## src/rtl/song_seq_pkg.sv

```systemverilog
// Shared types and constants for the auto-mode song sequencer.
package song_seq_pkg;

  localparam int unsigned ADDR_W_DEFAULT = 5;
  localparam int unsigned DUR_W_DEFAULT  = 26;

  localparam logic [3:0]  NOTE_REST = 4'd0;
  localparam int unsigned DUR_END   = 0;

  typedef enum logic [2:0] {
    StIdle,
    StRd,
    StEval,
    StPlay,
    StGap,
    StDone
  } seq_state_e;

endpackage

```

## src/rtl/song_sequencer_if.sv

```systemverilog
// Control, song-memory and player-output signals of the song sequencer.
interface song_sequencer_if
  import song_seq_pkg::*;
#(
  parameter int unsigned ADDR_W = ADDR_W_DEFAULT,
  parameter int unsigned DUR_W  = DUR_W_DEFAULT
);

  logic              start;
  logic              stop;
  logic              pause;
  logic              loop_en;
  logic [3:0]        note_value;
  logic [DUR_W-1:0]  duration_value;
  logic [ADDR_W-1:0] nxt_auto_memory_location;
  logic              key_on;
  logic [3:0]        key;
  logic              song_done;

  // Sequencer side.
  modport master (
    input  start,
    input  stop,
    input  pause,
    input  loop_en,
    input  note_value,
    input  duration_value,
    output nxt_auto_memory_location,
    output key_on,
    output key,
    output song_done
  );

  // Controller / memory / consumer side.
  modport slave (
    output start,
    output stop,
    output pause,
    output loop_en,
    output note_value,
    output duration_value,
    input  nxt_auto_memory_location,
    input  key_on,
    input  key,
    input  song_done
  );

endinterface

```

## src/rtl/song_sequencer_note_timer.sv

```systemverilog
// Loadable down-counter with hold; `last` flags the final counted cycle.
module note_timer #(
  parameter int unsigned WIDTH = 26
) (
  input  logic             clk,
  input  logic             rst,
  input  logic             load,
  input  logic [WIDTH-1:0] value,
  input  logic             hold,
  output logic             last
);

  logic [WIDTH-1:0] cnt_q, cnt_d;

  // Parks at zero once expired so an idle timer never raises `last` again.
  always_comb begin
    cnt_d = cnt_q;
    if (load) begin
      cnt_d = value;
    end else if (!hold && (cnt_q != '0)) begin
      cnt_d = cnt_q - 1'b1;
    end
  end

  always_ff @(posedge clk) begin
    if (rst) begin
      cnt_q <= '0;
    end else begin
      cnt_q <= cnt_d;
    end
  end

  assign last = (cnt_q == WIDTH'(1));

endmodule

```

## src/rtl/song_sequencer.sv

```systemverilog
// Auto-mode playback: walks song memory, plays each note, inserts a silent gap.
// Define SONG_SEQ_LOOP_EN to let `loop_en` restart the song at the end marker.
module song_sequencer
  import song_seq_pkg::*;
#(
  parameter int unsigned ADDR_W     = ADDR_W_DEFAULT,
  parameter int unsigned DUR_W      = DUR_W_DEFAULT,
  parameter int unsigned GAP_CYCLES = 2_500_000
) (
  input logic              clk,
  input logic              rst,
  song_sequencer_if.master bus
);

  localparam int unsigned GapW = $clog2(GAP_CYCLES + 1);

  seq_state_e        state_q, state_d;
  logic [ADDR_W-1:0] addr_q;
  logic [3:0]        key_q;

  logic is_marker;
  logic loop_go;
  logic dur_load, dur_hold, dur_last;
  logic gap_load, gap_hold, gap_last;
  logic play_end, gap_end;

  assign is_marker = (bus.duration_value == DUR_W'(DUR_END));

`ifdef SONG_SEQ_LOOP_EN
  assign loop_go = bus.loop_en;
`else
  logic unused_loop_en;
  assign unused_loop_en = bus.loop_en;
  assign loop_go        = 1'b0;
`endif

  assign play_end = (state_q == StPlay) && !bus.pause && dur_last;
  assign gap_end  = (state_q == StGap) && !bus.pause && gap_last;

  assign dur_load = (state_q == StEval) && !is_marker;
  assign dur_hold = (state_q != StPlay) || bus.pause;
  assign gap_load = play_end;
  assign gap_hold = (state_q != StGap) || bus.pause;

  note_timer #(
    .WIDTH(DUR_W)
  ) u_dur_timer (
    .clk  (clk),
    .rst  (rst),
    .load (dur_load),
    .value(bus.duration_value),
    .hold (dur_hold),
    .last (dur_last)
  );

  note_timer #(
    .WIDTH(GapW)
  ) u_gap_timer (
    .clk  (clk),
    .rst  (rst),
    .load (gap_load),
    .value(GapW'(GAP_CYCLES)),
    .hold (gap_hold),
    .last (gap_last)
  );

  // State register.
  always_ff @(posedge clk) begin
    if (rst) begin
      state_q <= StIdle;
    end else begin
      state_q <= state_d;
    end
  end

  // Next-state logic; stop overrides everything, including start.
  always_comb begin
    state_d = state_q;
    if (bus.stop) begin
      state_d = StIdle;
    end else begin
      unique case (state_q)
        StIdle:  if (bus.start) state_d = StRd;
        StRd:    state_d = StEval;
        StEval: begin
          if (!is_marker)   state_d = StPlay;
          else if (loop_go) state_d = StRd;
          else              state_d = StDone;
        end
        StPlay:  if (play_end) state_d = StGap;
        StGap:   if (gap_end) state_d = StEval;
        StDone:  if (bus.start) state_d = StRd;
        default: state_d = StIdle;
      endcase
    end
  end

  // Outputs.
  always_comb begin
    bus.key_on                   = (state_q == StPlay) && (key_q != NOTE_REST) && !bus.pause;
    bus.key                      = key_q;
    bus.song_done                = (state_q == StDone);
    bus.nxt_auto_memory_location = addr_q;
  end

  // Address and latched note. The address is bumped when the note ends so the
  // next entry's read completes during the gap.
  always_ff @(posedge clk) begin
    if (rst) begin
      addr_q <= '0;
      key_q  <= NOTE_REST;
    end else begin
      if (bus.stop || ((state_q == StEval) && is_marker)) begin
        addr_q <= '0;
      end else if (play_end) begin
        addr_q <= addr_q + 1'b1;
      end
      if (dur_load) begin
        key_q <= bus.note_value;
      end
    end
  end

endmodule

```

## src/flat_wrapper.sv

```systemverilog
// flat-port wrapper written by rule: the top's interface ports become plain ports
module song_sequencer_flat import song_seq_pkg::*;
#(
  parameter int unsigned ADDR_W     = ADDR_W_DEFAULT,
  parameter int unsigned DUR_W      = DUR_W_DEFAULT,
  parameter int unsigned GAP_CYCLES = 2_500_000
)
  (clk, rst, bus_start, bus_stop, bus_pause, bus_loop_en, bus_note_value, bus_duration_value, bus_nxt_auto_memory_location, bus_key_on, bus_key, bus_song_done);
  song_sequencer_if #(.ADDR_W(ADDR_W), .DUR_W(DUR_W)) bus_i ();
  input logic clk;
  input logic rst;
  input wire logic [$bits(bus_i.start)-1:0] bus_start;
  input wire logic [$bits(bus_i.stop)-1:0] bus_stop;
  input wire logic [$bits(bus_i.pause)-1:0] bus_pause;
  input wire logic [$bits(bus_i.loop_en)-1:0] bus_loop_en;
  input wire logic [$bits(bus_i.note_value)-1:0] bus_note_value;
  input wire logic [$bits(bus_i.duration_value)-1:0] bus_duration_value;
  output wire logic [$bits(bus_i.nxt_auto_memory_location)-1:0] bus_nxt_auto_memory_location;
  output wire logic [$bits(bus_i.key_on)-1:0] bus_key_on;
  output wire logic [$bits(bus_i.key)-1:0] bus_key;
  output wire logic [$bits(bus_i.song_done)-1:0] bus_song_done;
  assign bus_i.start = bus_start;
  assign bus_i.stop = bus_stop;
  assign bus_i.pause = bus_pause;
  assign bus_i.loop_en = bus_loop_en;
  assign bus_i.note_value = bus_note_value;
  assign bus_i.duration_value = bus_duration_value;
  assign bus_nxt_auto_memory_location = bus_i.nxt_auto_memory_location;
  assign bus_key_on = bus_i.key_on;
  assign bus_key = bus_i.key;
  assign bus_song_done = bus_i.song_done;
  song_sequencer #(.ADDR_W(ADDR_W), .DUR_W(DUR_W), .GAP_CYCLES(GAP_CYCLES)) u_core (.clk(clk), .rst(rst), .bus(bus_i));
endmodule
```

## config.mk

```make
export PLATFORM = sky130hd
export DESIGN_NAME = song_sequencer_flat
export DESIGN_NICKNAME = d
export VERILOG_FILES = /design/src/rtl/song_seq_pkg.sv /design/src/rtl/song_sequencer_if.sv /design/src/rtl/song_sequencer_note_timer.sv /design/src/rtl/song_sequencer.sv /design/src/flat_wrapper.sv
export SDC_FILE = /design/constraint.sdc
export NUM_CORES = 1
export LEC_CHECK = 0
export ABC_AREA = 1
export CAP_MARGIN = 5
export CORE_MARGIN = 1.5
export CORE_UTILIZATION = 40
export DETAILED_ROUTE_END_ITERATION = 6
export GPL_ROUTABILITY_DRIVEN = 0
export GPL_TIMING_DRIVEN = 1
export PLACE_DENSITY = 0.62
export SLEW_MARGIN = 0
export SYNTH_ARGS = -nofsm -noshare
export SYNTH_HDL_FRONTEND = slang
export SYNTH_SLANG_ARGS = --single-unit
```

## constraint.sdc

```tcl
create_clock -name clk -period 2.3 [get_ports clk]
set_input_delay 0.46 -clock clk [delete_from_list [all_inputs] [get_ports clk]]
set_output_delay 0.46 -clock clk [all_outputs]
set_load 0.02 [all_outputs]
```

* Yosys cells after proc, flatten, opt, wreduce, memory -nomap -nowiden *
Index checks and enable logic that the tools add are counted.

word-level totals
  output and inout port bits = 11
  memories kept = 0
  word-level logic and storage cells = 59
  input bits = 36
  memory bits (read-only) = 0
  bits in latches = 0
  bits in writable memories = 0
  bits in registers = 60

cells by class
  eq/ne operators = 12
  reductions and logical operators = 29
  multiplexer cells = 9
  bitwise operators = 0
  $mul = 0
  divide/modulo/power cells = 0
  add/subtract/negate cells = 3
  magnitude comparators = 0
  shift-type cells = 0

operator list
  operator               number
  $mux 26                2
  $mux 22                2
  $eq 26x1->1 const B    1
  $logic_not 26->1       1
  $reduce_bool 26->1     1
  $sub 26x1->26 const B  1
  $eq 22x1->1 const B    1
  $reduce_bool 22->1     1
  $sub 22x1->22 const B  1
  $pmux 3 s5             1
  $mux 3                 4
  $logic_and 1x1->1      10
  $reduce_or 2->1        4
  $eq 3x2->1 const B     2
  $eq 3x3->1 const B     2
  $ne 2x1->1 const B     3
  $add 5x1->5 const B    1
  $logic_not 1->1        4
  $reduce_bool 2->1      2
  $reduce_bool 4->1      1
  $eq 3x1->1 const B     1
  $logic_not 3->1        1
  $logic_or 1x1->1       3
  $ne 3x2->1 const B     1
  other kinds (2)        2

* Depth between registers and ports, before layout *
Gate-level depths: netlist of the first run.

  word-level depth = 6
  gate-level depth with buffers = 13

* Modules after synthesis *
A second synthesis of the first run with hierarchy kept.

unflattened totals
  cell total of the unflattened synthesis = 743
  area, all modules = 4,372.9 µm²

by module, submodules not included
  module                            area each (µm²)  times used  cells each
  note_timer at u_core.u_dur_timer  2,009.4          1           347
  note_timer at u_core.u_gap_timer  1,646.6          1           281
  song_sequencer                    716.9            1           115

* Worst setup path after synthesis of the first run *
No wires, ideal clock.

  path kind = flip-flop to flip-flop
  start = reg u_core.u_dur_timer.cnt_q[0]
  end = reg u_core.u_dur_timer.cnt_q[17]
  setup time = 128 ps
  stages on the path, launching flop included = 13
  arrival = 1,514 ps
  required time = 2,172 ps
  setup slack = 658 ps
  cell sequence = dfxtp_1 -> inv_1 -> ha_1 -> nand2_2 -> nor2_8 -> nand2_4 -> nor2_2 -> nor2_4 -> buf_4 -> nand3_1 -> nand2_1 -> nor2_1 -> nor2_1

on the way
  longest elaborated chain between the ends = 3
  elaborated cells between the ends (all ways) = 6
  classes of those cells = 1 x add/sub; 2 x mux; 3 x reduce/logical

RTL lines
  element                                                     RTL line                                                          source
  from (decl)                                                 song_sequencer_note_timer.sv:13                                   logic [WIDTH-1:0] cnt_q, cnt_d;
  from (signal assigned)                                      song_sequencer_note_timer.sv:29                                   cnt_q <= cnt_d;
  $sub 26x1->26 / $reduce_bool 26->1 (equally long branches)  song_sequencer_note_timer.sv:21, song_sequencer_note_timer.sv:20
  $mux 26 / $logic_and 1x1->1 (equally long branches)         song_sequencer_note_timer.sv:20                                   end else if (!hold && (cnt_q != '0)) begin
  $mux 26 / $reduce_bool 2->1 (equally long branches)         -

Parallel ways exist; a longest one is shown, timed or not. The select of a mux whose other input is x is not followed.
A chain may end at the register's enable or synchronous reset.

* Worst setup path in the final report of the first run *
  start = reg u_core.state_q[0]
  end = out bus_song_done

on the way
  longest elaborated chain between the ends = 1

RTL lines
  element                 RTL line               source
  from (decl)             song_sequencer.sv:17   seq_state_e state_q, state_d;
  from (signal assigned)  song_sequencer.sv:70   state_q <= StIdle;
  from (signal assigned)  song_sequencer.sv:72   state_q <= state_d;
  $eq 3x3->1              song_sequencer.sv:102  bus.song_done = (state_q == StDone);
  to (decl)               flat_wrapper.sv:21     output wire logic [$bits(bus_i.song_done)-1:0] bus_song_done;

Every way passes these cells.

==> results of run 1 <==
logic make-up after synthesis:
group	Yosys count
compound gates	46
xor+xnor	26
fa+ha+maj	6
buf+inv	98
flops	60
simple gates	442
metal layers:
metal,up-vias,GRT usage (%),part of all wire (%)
li1,2242,-,-
met1,1926,29.3,49
met2,122,33.6,44
met3,10,3.27,6.0
met4,0,5.95,0.96
met5,-,0,0
flip-flops by register name, summed over array words and instances (netlist names):
signal and cells:
u_core.u_dur_timer.cnt_q 26, u_core.state_q 3, u_core.bus.nxt_auto_memory_location 5, u_core.u_gap_timer.cnt_q 22
u_core.bus.key 4
cells in the final DEF, fill, tap and decap left out, drive strengths merged:
| cell | instances |
|---|---|
| nand2 | 194 |
| nor2 | 143 |
| nand3 | 84 |
| inv | 75 |
| dfxtp | 60 |
| clkdlybuf4s50 | 44 |
| a21oi | 25 |
| o21ai | 18 |
| buf | 17 |
| xnor2 | 15 |
| xor2 | 11 |
| nand4 | 10 |
| clkbuf | 9 |
| clkinv | 9 |
| ha | 6 |
| nor3 | 4 |
| nand3b | 3 |
| nor3b | 2 |
| clkinvlp | 2 |
| nor4 | 1 |
| a211oi | 1 |
| o21bai | 1 |
| a21boi | 1 |
| or2 | 1 |
| bufinv | 1 |
| dlygate4sd2 | 1 |
through the flow:
stage          hold WS [ps]  util (%)  cells  TNS (ps)  setup WS, ps
2_1_floorplan           475         -    678         0           658
3_3_place_gp            486      48.6    855     -8.50         -8.50
3_5_place_dp            495      48.6    855     -7.78         -7.78
4_1_cts                 506      50.7    871         0           249
5_1_grt                 521      50.7    871         0           158
6_report                507      50.7    871         0           250
power groups by stage:
| stage | registers [mW] | clock network, mW | logic [mW] |
|---|---|---|---|
| global placement | 1.13 | 0 | 0.774 |
| detailed placement | 1.13 | 0 | 0.786 |
| CTS | 1.11 | 0.999 | 0.789 |
| finish | 1.11 | 0.982 | 0.794 |
| floorplan | 1.13 | 0 | 0.557 |
| global route | 1.12 | 1.05 | 0.891 |
cell type report:
type | count | share of cell area, %
timing repair buffer | 62 | 12.9
clock buffer | 9 | 2.50
sequential | 60 | 24.3
clock inverter | 7 | 1.54
tap | 133 | 3.36
inverter | 80 | 6.06
multi-input combinational | 520 | 49.4
final timing paths:
check	start	endpoint	slack, ps	cells past startpoint
min	u_core.u_gap_timer.cnt_q[1]$_SDFFE_PP0P_	u_core.u_gap_timer.cnt_q[1]$_SDFFE_PP0P_	510	2
max	u_core.state_q[0]$_SDFFE_PP0P_	bus_song_done	250	3
max reg2reg	u_core.u_dur_timer.cnt_q[0]$_SDFFE_PP0P_	u_core.u_dur_timer.cnt_q[20]$_SDFFE_PP0P_	340	10
min reg2reg	u_core.u_gap_timer.cnt_q[1]$_SDFFE_PP0P_	u_core.u_gap_timer.cnt_q[1]$_SDFFE_PP0P_	510	2
tightest hold or removal path: cells and delay by family, from the launching register on:
kind,cells,cell delay [ps]
compound gates,1,50
flops,1,320
simple gates,1,100
timing repair:
action	in CTS	in global routing
resized for setup	2	0
hold endpoints to repair	0	0
setup endpoints to repair	1	0
==> impl_metrics.env, run 1 <==
export IMPL_tightest_slew_ps=598
export IMPL_arrival_ps=1590
export IMPL_clkPwrFrac_pct=34.0
export IMPL_cts_sinks=60
export IMPL_clock_fmax_mhz=488
export IMPL_vias_per_cell=4.94
export IMPL_multi_input_area_sq_mm=0.00244
export IMPL_cts_tree="yes"
export IMPL_cpPeakStageDelay_ps=610
export IMPL_cts_setup_buffers=0
export IMPL_setup_viol=0
export IMPL_drive_gt1_share_pct=7.18
export IMPL_max_cap_violations=0
export IMPL_synth_xor_xnor_area_share_pct=5.64
export IMPL_crit_type="flop to primary output"
export IMPL_netSwitchingPower_mw=0.995
export IMPL_row_count=36
export IMPL_wl_per_cell_um=12.4
export IMPL_core_sq_mm=0.00977
export IMPL_drt_antenna_violating_nets=0
export IMPL_die_y_um=104
export IMPL_num_nets_final=775
export IMPL_seqPwrFrac_pct=38.5
export IMPL_gr_total_overflow=0
export IMPL_ys_seq_area_share_pct=29.7
export IMPL_finalPower_mw=2.89
export IMPL_synth_top_area_share_pct=29.7
export IMPL_yosys_area_share_adder_pct=1.86
export IMPL_comb_power_share_pct=27.5
export IMPL_fin_worst_skew_ps=12.4
export IMPL_internal_power_mw=1.89
export IMPL_p_leak_nw=2.41
export IMPL_yosys_top_cells_area="dfxtp_1, nand2_1, nor2_1"
export IMPL_vias=4300
export IMPL_ios=47
export IMPL_synth_edff_count=0
export IMPL_final_hold_violation_count=0
export IMPL_ff_latch_area_sq_mm=0.00120
export IMPL_vdd_drop_max_mv=0.313
export IMPL_synthFlopType="dfxtp_1"
export IMPL_yosys_cell_count_top_type="nand2_1"
export IMPL_critPathTopFamily="buffers and inverters"
export IMPL_swShare_pct=34.5
export IMPL_start_util_pct=41.3
export IMPL_fp_dieArea_sq_mm=0.0107
export IMPL_worstPathRequired_ps=1840
export IMPL_min_period_ps=2050
export IMPL_maxSlewHeadroom_pct=60.0
export IMPL_synth_top_family_by_area="simple AND/OR/NAND/NOR gates"
export IMPL_syn_cell_area_sq_mm=0.00404
export IMPL_rsz0062_at_grt="no"
export IMPL_synth_seq_cells=60
export IMPL_num_fill_cells=1049
export IMPL_syn_avg_cell_area_sq_um=5.96
export IMPL_drt_pre_antenna_iters=6
export IMPL_path_max_fanout=5
export IMPL_synthMuxAreaShare_pct=0
export IMPL_power_density_mw_per_mm2=583
export IMPL_htree_levels=3
export IMPL_yosys_cell_types_count=34
export IMPL_start_kind="flop"
export IMPL_path_clk_slew_ps=80
export IMPL_synth_top_area_cell="dfxtp_1"
export IMPL_area_growth_pct=22.6
export IMPL_grt_max_degree=29
export IMPL_die_x_um=104
export IMPL_drt_iter0_drc=222
export IMPL_timing_critical_path_buf_inv=1
export IMPL_port_buffers=45
export IMPL_clock_path_buffers=2
export IMPL_grt_usage_pct=21.0
export IMPL_diodes=0
export IMPL_synthCells=678
export IMPL_fin_crit_sh_pct=89.1
export IMPL_final_cell_area_sq_mm=0.00495
export IMPL_worst_path_max_delay_cell="clkdlybuf4s50_1"
export IMPL_syn_nets=720
export IMPL_clockRootBuffer="clkbuf_8"
export IMPL_routed_wl_mm=10.8
export IMPL_worstSetupEndpointType="primary output"
export IMPL_clk_latency_ps=340
export IMPL_yosys_area_share_simple_pct=46.8
export IMPL_synth_compound_area_share_pct=6.26
export IMPL_grt_first_pass_wirelength_mm=18.8
export IMPL_netlist_top_cells_count="nand2_1, nor2_1, nand3_1, inv_1, dfxtp_1"
export IMPL_antenna_found_initial=0
export IMPL_drcViolationCount=0
export IMPL_grt_pass1_vias=3997
export IMPL_cts_hold_buf=0
export IMPL_ys_warnings_count=0
export IMPL_synth_async_reset_ratio_pct=0
export IMPL_slew_viol_final=0
export IMPL_min_path_type="flop to flop"
export IMPL_cts_inserted_buffers=9
export IMPL_dp_hpwl_mm=8.25
export IMPL_placed_area_sq_mm=0.00475
export IMPL_cp_cell_sequence="nand2_1, nor2_1, clkdlybuf4s50_1"
export IMPL_status="finished, final reports clean"
No activity file was read; power rests on OpenSTA's default activity.
==> inputs of run 2 (changes only) <==
- CORE_UTILIZATION: 40 -> 57
- PLACE_DENSITY: 0.62 -> 0.83
==> run 2 against run 1 <==
  * Clock power shrank 0.9%
  * Non-clock buffer count grew 1
  * Sequential power is essentially flat
==> impl_metrics.env, run 2 (synthesized netlist as in run 1, its figures left out) <==
export IMPL_status="finished, final reports clean"
export IMPL_endpoint="u_core.u_dur_timer.cnt_q[4]$_SDFFE_PP0P_"
export IMPL_crit_type="flop to flop"
export IMPL_setup_viol=0
export IMPL_clockRootBuffer="clkbuf_8"
export IMPL_grt_busiest_layer="met2"
export IMPL_cts_sinks=60
export IMPL_fp_dieArea_sq_mm=0.00760
export IMPL_rsz0062_at_grt="no"
export IMPL_layout_commonest_cell="nand2_1"
export IMPL_cts_hold_buf=0
export IMPL_tightest_slew_ps=881
export IMPL_layout_cells_non_filler=835
export IMPL_largest_register_ffs=26
export IMPL_fin_worst_skew_ps=6.85
export IMPL_netSwitchingPower_mw=0.983
export IMPL_die_y_um=87.2
export IMPL_core_sq_mm=0.00683
export IMPL_start_util_pct=59.1
export IMPL_cts_inserted_buffers=9
export IMPL_comb_power_share_pct=27.8
export IMPL_r2r_end="u_core.u_dur_timer.cnt_q[4]$_SDFFE_PP0P_"
export IMPL_min_period_ps=2090
export IMPL_worstSetupEndpointType="flop"
export IMPL_max_cap_violations=0
export IMPL_drt_antenna_violating_nets=0
export IMPL_use_met3_pct=3.70
export IMPL_path_max_fanout=13
export IMPL_p_leak_nw=2.40
export IMPL_dp_hpwl_mm=8.27
export IMPL_setup_tns_ps=0
export IMPL_drt_iter0_drc=429
export IMPL_clock_fmax_mhz=479
export IMPL_clock_path_buffers=2
export IMPL_worst_slack_ps=212
export IMPL_min_path_type="flop to flop"
export IMPL_dp_slack_ps=-59.1
export IMPL_r2r_slack_ps=210
export IMPL_grt_max_degree=21
export IMPL_drive_gt1_share_pct=7.17
export IMPL_vias=4493
export IMPL_internal_power_mw=1.91
export IMPL_row_count=30
export IMPL_routed_wl_mm=10.9
export IMPL_seqPwrFrac_pct=38.5
export IMPL_met2_usage_pct=48.7
export IMPL_start_kind="flop"
export IMPL_slew_viol_final=0
export IMPL_wl_per_cell_um=13.1
export IMPL_r2r_start="u_core.u_dur_timer.cnt_q[0]$_SDFFE_PP0P_"
export IMPL_gr_total_overflow=0
export IMPL_largest_register="u_core.u_dur_timer.cnt_q"
export IMPL_drt_pre_antenna_iters=5
export IMPL_antenna_found_initial=0
export IMPL_cts_setup_buffers=0
export IMPL_clk_latency_ps=350
export IMPL_htree_levels=3
export IMPL_cts_tree="yes"
export IMPL_diodes=0
export IMPL_swShare_pct=34.0
export IMPL_ios=47
export IMPL_grt_pass1_vias=4017
export IMPL_grt_usage_pct=30.1
export IMPL_clkPwrFrac_pct=33.7
export IMPL_arrival_ps=2360
export IMPL_vias_per_cell=5.38
export IMPL_startpoint="u_core.u_dur_timer.cnt_q[0]$_SDFFE_PP0P_"
export IMPL_final_cell_mix="nand2_1, nor2_1, nand3_1"
export IMPL_grt_first_pass_wirelength_mm=18.0
export IMPL_fin_crit_sh_pct=90.8
export IMPL_r2r_cells=9
export IMPL_final_hold_violation_count=0
export IMPL_die_x_um=87.2
export IMPL_power_density_mw_per_mm2=594
export IMPL_area_growth_pct=20.4
export IMPL_path_clk_slew_ps=70
export IMPL_num_nets_final=776
export IMPL_worstPathRequired_ps=2570
export IMPL_placedCellCount=819
export IMPL_grt_use_met1_pct=40.5
export IMPL_vdd_drop_max_mv=0.382
export IMPL_port_buffers=45
export IMPL_ctsResizeCount=1
export IMPL_maxSlewHeadroom_pct=40.9
export IMPL_drcViolationCount=0
-- run 2: power by group through the flow --
| stage | sequential (mW) | combinational, mW | clock (mW) |
|---|---|---|---|
| detailed placement | 1.13 | 0.779 | 0 |
| finish | 1.11 | 0.805 | 0.973 |
| global placement | 1.13 | 0.751 | 0 |
| CTS | 1.11 | 0.788 | 0.983 |
| floorplan | 1.13 | 0.557 | 0 |
| global route | 1.12 | 0.891 | 1.03 |
-- run 2: worst min path at each step --
stage | startpoint | to | cells past startpoint
CTS | u_core.u_dur_timer.cnt_q[1]$_SDFFE_PP0P_ | u_core.u_dur_timer.cnt_q[1]$_SDFFE_PP0P_ | 2
finish | u_core.u_dur_timer.cnt_q[1]$_SDFFE_PP0P_ | u_core.u_dur_timer.cnt_q[1]$_SDFFE_PP0P_ | 2
detailed placement | u_core.u_dur_timer.cnt_q[1]$_SDFFE_PP0P_ | u_core.u_dur_timer.cnt_q[1]$_SDFFE_PP0P_ | 2
global placement | u_core.u_gap_timer.cnt_q[14]$_SDFFE_PP0P_ | u_core.u_gap_timer.cnt_q[14]$_SDFFE_PP0P_ | 2
floorplan | u_core.u_gap_timer.cnt_q[3]$_SDFFE_PP0P_ | u_core.u_gap_timer.cnt_q[3]$_SDFFE_PP0P_ | 2
global route | u_core.u_dur_timer.cnt_q[1]$_SDFFE_PP0P_ | u_core.u_dur_timer.cnt_q[1]$_SDFFE_PP0P_ | 2
-- run 2: final cells by class --
type,count,area [sq um]
inverters,80,300
clock buffers,10,138
clock inverters,6,63.8
flip-flops and latches,60,1200
well taps,96,120
repair buffers,63,597
fillers,591,1970
multi-input cells,520,2440
-- run 2: stage by stage --
stage | utilization (%) | hold slack (ps) | power [mW] | instance area [sq um]
floorplan | - | 475 | 1.69 | 4040
global placement | 68.3 | 485 | 1.89 | 4660
detailed placement | 68.3 | 485 | 1.91 | 4660
CTS | 71.2 | 498 | 2.88 | 4860
global route | 71.2 | 516 | 3.04 | 4860
finish | 71.2 | 498 | 2.89 | 4860
-- run 2: metal layers --
layer / vias to the layer above / share of wire [%]
met3: 24 / 8.2
met5: - / 0
met1: 2003 / 44
met2: 230 / 45
li1: 2236 / -
met4: 0 / 2.0
-- run 2: critical path: stages, from the launching register on --
cell and delay, ps:
dfxtp_1 330, inv_1 100, ha_1 250, nand2_2 130, nor2_8 220, nand2_4 100, o21ai_4 400, buf_4 220
nand3_1 90, a21oi_1 170
==> inputs of run 3 (changes only) <==
- PLACE_DENSITY: 0.83 -> 0.91
==> run 3 against run 2 <==
  * Power up 8.8%
  * Largest cell class unchanged
  * Global-route usage up 0.50 points
  * Cell count down 0.36%
  * Via count up 1.6%
  * Critical endpoint is now u_core.u_dur_timer.cnt_q[0]$_SDFFE_PP0P_
  * Sequential share of layout area down 0.094 points
  * Maximum frequency up 0.14%
  * Die area unchanged
  * Clock power up 27%
  * Non-clock buffer count down 3
  * Sequential power about the same
  * Clock skew up 0.77 ps
==> impl_metrics.env, run 3 (synthesized netlist as in run 1, its figures left out) <==
export IMPL_status="finished, final reports clean"
export IMPL_ff_latch_area_sq_mm=0.00120
export IMPL_antenna_found_initial=0
export IMPL_min_period_ps=2080
export IMPL_fin_worst_skew_ps=7.62
export IMPL_layout_commonest_cell="nand2_1"
export IMPL_start_kind="input pin"
export IMPL_die_x_um=87.2
export IMPL_clock_fmax_mhz=480
export IMPL_maxSlewHeadroom_pct=45.6
export IMPL_ios=47
export IMPL_port_buffers=45
export IMPL_critPathTopFamily="simple AND/OR/NAND/NOR gates"
export IMPL_clock_path_buffers=2
export IMPL_cts_setup_buffers=0
export IMPL_arrival_ps=2390
export IMPL_timing_critical_path_buf_inv=2
export IMPL_worstSetupEndpointType="flop"
export IMPL_largest_register_ffs=26
export IMPL_finalPower_mw=3.15
export IMPL_drt_iter0_drc=463
export IMPL_p_leak_nw=2.41
export IMPL_grt_pass1_vias=4118
export IMPL_cts_sinks=60
export IMPL_worst_path_max_delay_cell="a21boi_2"
export IMPL_multi_input_area_sq_mm=0.00244
export IMPL_wl_per_cell_um=13.1
export IMPL_vias=4566
export IMPL_routed_wl_mm=10.9
export IMPL_vdd_drop_max_mv=0.466
export IMPL_slew_viol_final=0
export IMPL_grt_max_degree=21
export IMPL_diodes=0
export IMPL_row_count=30
export IMPL_min_path_type="flop to flop"
export IMPL_cpPeakStageDelay_ps=660
export IMPL_path_max_fanout=15
export IMPL_cts_inserted_buffers=9
export IMPL_grt_usage_pct=30.6
export IMPL_path_clk_slew_ps=70
export IMPL_htree_levels=3
export IMPL_final_hold_violation_count=0
export IMPL_fin_crit_sh_pct=90.6
export IMPL_area_growth_pct=21.0
export IMPL_grt_first_pass_wirelength_mm=18.4
export IMPL_final_cell_mix="nand2_1, nor2_1, nand3_1"
export IMPL_cts_hold_buf=0
export IMPL_setup_viol=0
export IMPL_power_density_mw_per_mm2=644
export IMPL_cp_cell_sequence="clkdlybuf4s50_1, nor2_1, nand3_1, nor2_1, a21boi_2, nand2_1, nand3_1, nand2_1, inv_1"
export IMPL_die_y_um=87.2
export IMPL_clockRootBuffer="clkbuf_8"
export IMPL_placedCellCount=816
export IMPL_gr_total_overflow=0
export IMPL_crit_type="input pin to flop"
export IMPL_dp_hpwl_mm=7.84
export IMPL_drt_antenna_violating_nets=0
export IMPL_fp_dieArea_sq_mm=0.00760
export IMPL_drt_pre_antenna_iters=6
export IMPL_clk_latency_ps=350
export IMPL_largest_register="u_core.u_dur_timer.cnt_q"
export IMPL_layout_cells_non_filler=832
export IMPL_num_nets_final=773
export IMPL_num_fill_cells=521
export IMPL_max_cap_violations=0
export IMPL_tightest_slew_ps=812
export IMPL_cts_tree="yes"
export IMPL_vias_per_cell=5.49
export IMPL_rsz0062_at_grt="no"
export IMPL_drive_gt1_share_pct=6.93
export IMPL_start_util_pct=59.1
export IMPL_core_sq_mm=0.00683
export IMPL_worstPathRequired_ps=2600
export IMPL_drcViolationCount=0
[run 3: cell types whose count changed in the layout (fill, tap and decap cells not counted)]
cell,before,now
buf_12,1,0
buf_4,17,15
clkinvlp_4,2,0
clkbuf_8,10,11
bufinv_16,1,3
dfxtp_1,60,59
dfxtp_2,0,1
clkinv_2,2,0
clkinv_4,1,2
[run 3: final cells by class]
type,count,share of cell area (%)
clock buffers,11,3.10
clock inverters,5,2.20
inverters,80,6.14
multi-input cells,520,50.0
flip-flops and latches,60,24.6
well taps,96,2.46
repair buffers,60,11.5
[run 3: per-layer routing]
| layer | up-vias | wire length, um | global-route usage, % |
|---|---|---|---|
| met1 | 2040 | 4420 | 39.0 |
| met3 | 28 | 1120 | 7.58 |
| met5 | - | 0 | 0 |
| met2 | 271 | 5080 | 50.0 |
| li1 | 2227 | - | - |
| met4 | 0 | 247 | 11.7 |
[run 3: final timing paths]
kind,start,end,slack (ps),depth (start not counted)
min reg2reg,u_core.bus.nxt_auto_memory_location[3]$_SDFFE_PP0P_,u_core.bus.nxt_auto_memory_location[3]$_SDFFE_PP0P_,510,2
max reg2reg,u_core.u_dur_timer.cnt_q[19]$_SDFFE_PP0P_,u_core.state_q[1]$_SDFFE_PP0P_,300,10
max,bus_duration_value[24],u_core.u_dur_timer.cnt_q[0]$_SDFFE_PP0P_,220,9
min,u_core.bus.nxt_auto_memory_location[3]$_SDFFE_PP0P_,u_core.bus.nxt_auto_memory_location[3]$_SDFFE_PP0P_,510,2
[run 3: metrics by stage]
step	utilization, %	cell area, sq um	hold WS [ps]	setup slack [ps]	TNS [ps]
final	71.6	4890	511	215	0
after detailed placement	67.8	4630	498	8.77	0
after global placement	67.8	4630	484	-13.2	-13.2
after CTS	71.6	4890	510	247	0
after global routing	71.6	4890	533	88.9	0
after floorplan	-	4040	475	658	0
[run 3: repair_timing]
action,in CTS,in global routing
setup endpoints to repair,1,0
endpoints found under the hold margin,0,0
gates resized for setup,2,0
[run 3: where the power goes]
part	switching, mW	total (mW)	internal [mW]
combinational	0.491	0.791	0.300
sequential	0.0380	1.11	1.07
clock	0.460	1.24	0.783
total	0.989	3.15	2.16
[run 3: tightest hold or removal path: stages, from the launching register on]
cell and delay, ps:
dfxtp_1 340, o21ai_0 80, a21oi_1 60
